File: src/rtl/cmul_drain_fifo.sv
// cmul_drain_fifo
//   Reader end of the complex-multiplier delay pipeline. The multiplier cannot
//   stall, so every launched multiply must have a reserved FIFO slot before it
//   is issued. This block stores the packed {re, im} results, hands them to
//   the downstream FFT stage with valid/ready, and returns credits to the
//   multiplier issue logic.
//
//   Optional feature macro: CMUL_DRAIN_PEAK_EN (adds PEAK / PEAK_CLR).
//
// Ports
//   CLK          clock, rising edge
//   RST_N        asynchronous active-low reset
//   ISSUE        upstream launched one multiply this cycle
//   ISSUE_READY  a credit is available for a new multiply
//   IN_VALID     multiplier delivers a result this cycle
//   C            packed result {re[15:0], im[15:0]}
//   OUT_DATA     head-of-FIFO data (zero while empty)
//   OUT_VALID    FIFO not empty
//   OUT_READY    downstream accepts OUT_DATA
//   COUNT        stored entries
//   INFLIGHT     issued multiplies not yet delivered
//   OVERFLOW     sticky: write while full, or issue without credit
//   UNDERFLOW    sticky: result delivered with nothing in flight
//   PEAK_CLR     (CMUL_DRAIN_PEAK_EN) reload PEAK with the next COUNT
//   PEAK         (CMUL_DRAIN_PEAK_EN) high-water mark of COUNT

module cmul_drain_fifo #(
    parameter int DW    = 32,
    parameter int DEPTH = 8,
    parameter int AW    = 3
) (
    input  logic          CLK,
    input  logic          RST_N,
    input  logic          ISSUE,
    output logic          ISSUE_READY,
    input  logic          IN_VALID,
    input  logic [DW-1:0] C,
    output logic [DW-1:0] OUT_DATA,
    output logic          OUT_VALID,
    input  logic          OUT_READY,
    output logic [AW:0]   COUNT,
    output logic [AW:0]   INFLIGHT,
    output logic          OVERFLOW,
`ifdef CMUL_DRAIN_PEAK_EN
    input  logic          PEAK_CLR,
    output logic [AW:0]   PEAK,
`endif
    output logic          UNDERFLOW
);

    localparam logic [AW:0]   CNT_ONE  = (AW+1)'(1);
    localparam logic [AW-1:0] PTR_ONE  = AW'(1);
    localparam logic [AW:0]   FULL_CNT = (AW+1)'(DEPTH);
    localparam logic [AW+1:0] DEPTH_W  = (AW+2)'(DEPTH);

    logic [DW-1:0] mem [DEPTH];
    logic [AW-1:0] wr_ptr;
    logic [AW-1:0] rd_ptr;
    logic [AW:0]   count_q;
    logic [AW:0]   count_nxt;
    logic [AW:0]   inflight_q;
    logic [AW:0]   inflight_nxt;
    logic [AW+1:0] occupancy;
    logic          ovf_q;
    logic          unf_q;
    logic          full;
    logic          push;
    logic          pop;
    logic          issue_ok;
    logic          deliver;
    logic          set_ovf;
    logic          set_unf;

    // Handshake decode
    assign full      = (count_q == FULL_CNT);
    assign pop       = OUT_VALID && OUT_READY;
    // A write into a full FIFO is still accepted when the head leaves in the
    // same cycle.
    assign push      = IN_VALID && (!full || pop);
    // Credits come only from registered COUNT/INFLIGHT, so a pop this cycle
    // frees its credit one cycle later and OUT_READY never reaches ISSUE_READY.
    assign occupancy = {1'b0, count_q} + {1'b0, inflight_q};
    assign ISSUE_READY = (occupancy < DEPTH_W);
    assign issue_ok  = ISSUE && ISSUE_READY;
    // INFLIGHT saturates at zero when an unexpected result shows up.
    assign deliver   = IN_VALID && (inflight_q != '0);
    assign set_ovf   = (IN_VALID && full && !pop) || (ISSUE && !ISSUE_READY);
    assign set_unf   = IN_VALID && (inflight_q == '0);

    always_comb begin
        count_nxt = count_q;
        if (push && !pop)
            count_nxt = count_q + CNT_ONE;
        else if (!push && pop)
            count_nxt = count_q - CNT_ONE;
    end

    always_comb begin
        inflight_nxt = inflight_q;
        if (issue_ok && !deliver)
            inflight_nxt = inflight_q + CNT_ONE;
        else if (!issue_ok && deliver)
            inflight_nxt = inflight_q - CNT_ONE;
    end

    // Storage: data only, never reset
    always_ff @(posedge CLK) begin
        if (push)
            mem[wr_ptr] <= C;
    end

    // Control state
    always_ff @(posedge CLK or negedge RST_N) begin
        if (!RST_N) begin
            wr_ptr     <= '0;
            rd_ptr     <= '0;
            count_q    <= '0;
            inflight_q <= '0;
            ovf_q      <= 1'b0;
            unf_q      <= 1'b0;
        end else begin
            if (push)
                wr_ptr <= wr_ptr + PTR_ONE;
            if (pop)
                rd_ptr <= rd_ptr + PTR_ONE;
            count_q    <= count_nxt;
            inflight_q <= inflight_nxt;
            ovf_q      <= ovf_q | set_ovf;
            unf_q      <= unf_q | set_unf;
        end
    end

`ifdef CMUL_DRAIN_PEAK_EN
    logic [AW:0] peak_q;

    always_ff @(posedge CLK or negedge RST_N) begin
        if (!RST_N)
            peak_q <= '0;
        else if (PEAK_CLR || (count_nxt > peak_q))
            peak_q <= count_nxt;
    end

    assign PEAK = peak_q;
`endif

    // Outputs
    assign OUT_VALID = (count_q != '0);
    // An empty FIFO presents zero so the bus is clean in and after reset
    // even though the RAM itself is never cleared.
    assign OUT_DATA  = OUT_VALID ? mem[rd_ptr] : '0;
    assign COUNT     = count_q;
    assign INFLIGHT  = inflight_q;
    assign OVERFLOW  = ovf_q;
    assign UNDERFLOW = unf_q;

endmodule

File: config.mk
export PLATFORM = sky130hd
export DESIGN_NAME = cmul_drain_fifo
export DESIGN_NICKNAME = d
export VERILOG_FILES = /design/src/rtl/cmul_drain_fifo.sv
export SDC_FILE = /design/constraint.sdc
export NUM_CORES = 1
export LEC_CHECK = 0
export CAP_MARGIN = 20
export CORE_UTILIZATION = 47
export DETAILED_ROUTE_END_ITERATION = 10
export PLACE_DENSITY = 0.71
export SLEW_MARGIN = 20
export SYNTH_ARGS = -nofsm -noshare
export SYNTH_HDL_FRONTEND = slang
export SYNTH_SLANG_ARGS = --single-unit
File: constraint.sdc
create_clock -name CLK -period 12.2 [get_ports CLK]
set_input_delay 2.44 -clock CLK [delete_from_list [all_inputs] [get_ports CLK]]
set_output_delay 2.44 -clock CLK [all_outputs]
set_load 0.02 [all_outputs]
==> impl_metrics.env <==
export IMPL_highest_layer="met4"
export IMPL_synth_top_cells_by_count="edfxtp_1 (256), mux4_2 (64), a22o_1 (32)"
export IMPL_syn_nets=533
export IMPL_critPathKind="reg -> out"
export IMPL_synthesis_area_um2=10660
export IMPL_setup_viol_count_final=0
export IMPL_wl_met2_mm=9.885
export IMPL_via_count=5097
export IMPL_routed_via_density=5.766
export IMPL_die_width_um=152.6
export IMPL_outcome="complete, but fails checks"
export IMPL_violations="DRC"
export IMPL_first_global_vias=5545
export IMPL_critPathMaxStageDelay_ns=0.66
export IMPL_period_share=0.4625
export IMPL_chipHeight_um=152.6
export IMPL_worst_path_max_fanout=56
export IMPL_max_freq_mhz=177.2
export IMPL_p_switching_mw=1.056
export IMPL_swShare=0.3141
export IMPL_synth_area_per_cell_um2=22.07
export IMPL_cts_max_path_buffers=3
export IMPL_fin_setup_tns_ns=0
export IMPL_wire_per_inst_um=22.78
export IMPL_synth_area_leaders="edfxtp_1 (72%), mux4_2 (14%), dfrtp_1 (3.8%)"
export IMPL_path_cells="buf_6, mux4_2, a22o_1, clkdlybuf4s50_1"
export IMPL_numPortBuffers=80
export IMPL_crit_path_end_kind="output pin"
export IMPL_cp_required_ns=9.76
export IMPL_insertion_delay_ns=0.54
export IMPL_cts_sink_count=272
export IMPL_cts_htree_levels=1
export IMPL_wl_met1_mm=8.759
export IMPL_yosys_area_top_type="edfxtp_1"
export IMPL_ys_warnings_count=0
export IMPL_first_iter_violations=361
export IMPL_ir_drop_mv=0.1565
export IMPL_worst_path_buf_inv=2
export IMPL_slowest_stage="buf_6"
export IMPL_routed_wl_mm=20.14
export IMPL_fin_ws_ns=6.558
export IMPL_p_leak_nw=4.176
export IMPL_hp_class="reg -> reg"
export IMPL_postRouteAntennaNets=0
export IMPL_cts_tree="done"
export IMPL_rsz0062_at_grt="false"
export IMPL_drv_slew=0
export IMPL_drc=10
export IMPL_fin_cells=884
export IMPL_antenna_found_initial=1
export IMPL_postCtsHoldBufs=0
export IMPL_worstPathArrival_ns=3.20
export IMPL_fillers=1607
export IMPL_die_area_um2=23280
export IMPL_core_area_um2=22030
export IMPL_io_pins=81
export IMPL_async_reset_ff_frac=0.05882
export IMPL_grt_pass1_wl_mm=31.53
export IMPL_yosysUniqueCellTypes=35
export IMPL_cts_clk_slew_worst_paths_ns=0.06
export IMPL_synthFlopType="edfxtp_1"
export IMPL_cts_root_buffer="clkbuf_16"
export IMPL_post_cts_setup_buffers=0
export IMPL_regArea_um2=8093
export IMPL_hpwl_mm=10.92
export IMPL_cts_buffers=28
export IMPL_synth_edf_count=256
export IMPL_synth_seq_cells=272
export IMPL_initial_utilization=0.4839
export IMPL_worst_clock_skew_ns=0.01610
export IMPL_pwr_share_comb=0.365
export IMPL_final_period_minus_worst_setup_slack_ns=5.642
export IMPL_grt_max_degree=67
export IMPL_p_per_area_nw_per_um2=263.0
export IMPL_relSlewSlack=0.2651
export IMPL_cts_resized=0
export IMPL_rows=54
export IMPL_pre_cts_slack_ns=7.027
export IMPL_synthDominantCellAreaShare=0.7213
export IMPL_seqPwrFrac=0.374
export IMPL_hold_viol_final=0
export IMPL_grt_usage=0.1777
export IMPL_clockPowerShare=0.260
export IMPL_tightest_slew_ns=1.100
export IMPL_yosysSeqAreaShare=0.7589
export IMPL_p_int_mw=2.305
export IMPL_synthCells=483
export IMPL_final_util=0.5801
export IMPL_dp_cells=832
export IMPL_wl_met3_mm=1.089
export IMPL_syn_to_final_growth_pct=19.89
export IMPL_drv_cap=0
export IMPL_first_pass_iters=7
export IMPL_crit_family="buffers and inverters"
export IMPL_multi_input_area_um2=2440
export IMPL_grt_ovfl_total=0
export IMPL_routabilityCongestion=0.6920
export IMPL_critPathLaunchType="register"
export IMPL_fin_nets=632
export IMPL_yosysMostFrequentCell="edfxtp_1"
export IMPL_drive_above_1_share=0.2289
routing by layer:
metal | GRT usage | up-vias
li1 | - | 2248
met1 | 0.2421 | 2680
met2 | 0.2988 | 136
met3 | 0.03015 | 33
met4 | 0.04618 | 0
met5 | 0 | -
power groups by stage:
stage | logic [mW] | registers, mW | clock network [mW]
after floorplan | 0.814 | 1.27 | 0
after global placement | 1.22 | 1.27 | 0
after detailed placement | 1.24 | 1.28 | 0
after CTS | 1.25 | 1.26 | 0.892
after global routing | 1.31 | 1.27 | 0.927
final | 1.23 | 1.26 | 0.875
sequential cells by signal, indices dropped and copies added (netlist names):
name and flops:
OVERFLOW 1, wr_ptr 3, COUNT 4, mem 256
UNDERFLOW 1, rd_ptr 3, INFLIGHT 4
path summary, 6_finish.rpt:
kind                            slack (ns)       from           to  cells past startpoint
worst max-delay path                  6.56  rd_ptr[0]  OUT_DATA[0]                      4
worst min-delay path                  0.46  UNDERFLOW    UNDERFLOW                      1
worst max register to register        8.67   COUNT[1]  INFLIGHT[3]                     10
worst min register to register        0.46  UNDERFLOW    UNDERFLOW                      1
max in group asynchronous             9.30      RST_N    rd_ptr[0]                      1
min in group asynchronous             2.35      RST_N     COUNT[2]                      1
placed cells by master (no fill, tap or decap), types with 4 or more instances in the layout:
cell type,count
a21oi_1,4
a22o_1,32
buf_4,13
bufinv_16,5
clkbuf_1,5
clkbuf_16,28
clkdlybuf4s50_1,80
clkinv_1,4
dfrtp_1,14
edfxtp_1,256
ha_1,11
inv_1,6
mux2_2,4
mux4_2,64
nand2_1,6
nand2b_1,4
nand3_1,5
nor3_2,4
o211ai_1,6
xnor2_1,8
kinds of logic after synthesis:
| group | count (synthesis) | share of synthesized area |
|---|---|---|
| flops | 272 | 0.7589 |
| mux | 70 | 0.1413 |
| compound gates | 52 | 0.03992 |
| simple gates | 37 | 0.01914 |
| buf+inv | 31 | 0.01749 |
| fa+ha+maj | 13 | 0.01667 |
| xor+xnor | 8 | 0.006575 |
area by class of cell:
type / count / area share
Multi-Input combinational cell: 180 / 0.1910
Timing Repair Buffer: 94 / 0.07119
Clock buffer: 33 / 0.05631
Tap cell: 280 / 0.02742
Clock inverter: 18 / 0.01880
Antenna cell: 1 / 0.0001958
Inverter: 6 / 0.001763
Sequential cell: 272 / 0.6334
stage by stage:
stage / area, um2 / hold slack (ns) / power [mW]
4_1_cts: 12770 / 0.4693 / 3.399
3_3_place_gp: 11810 / 0.4417 / 2.489
2_1_floorplan: 10660 / 0.4670 / 2.085
5_1_grt: 12770 / 0.5059 / 3.511
6_report: 12780 / 0.4594 / 3.361
3_5_place_dp: 11820 / 0.4501 / 2.521
Note: power is estimated with default switching activity, not from simulation.
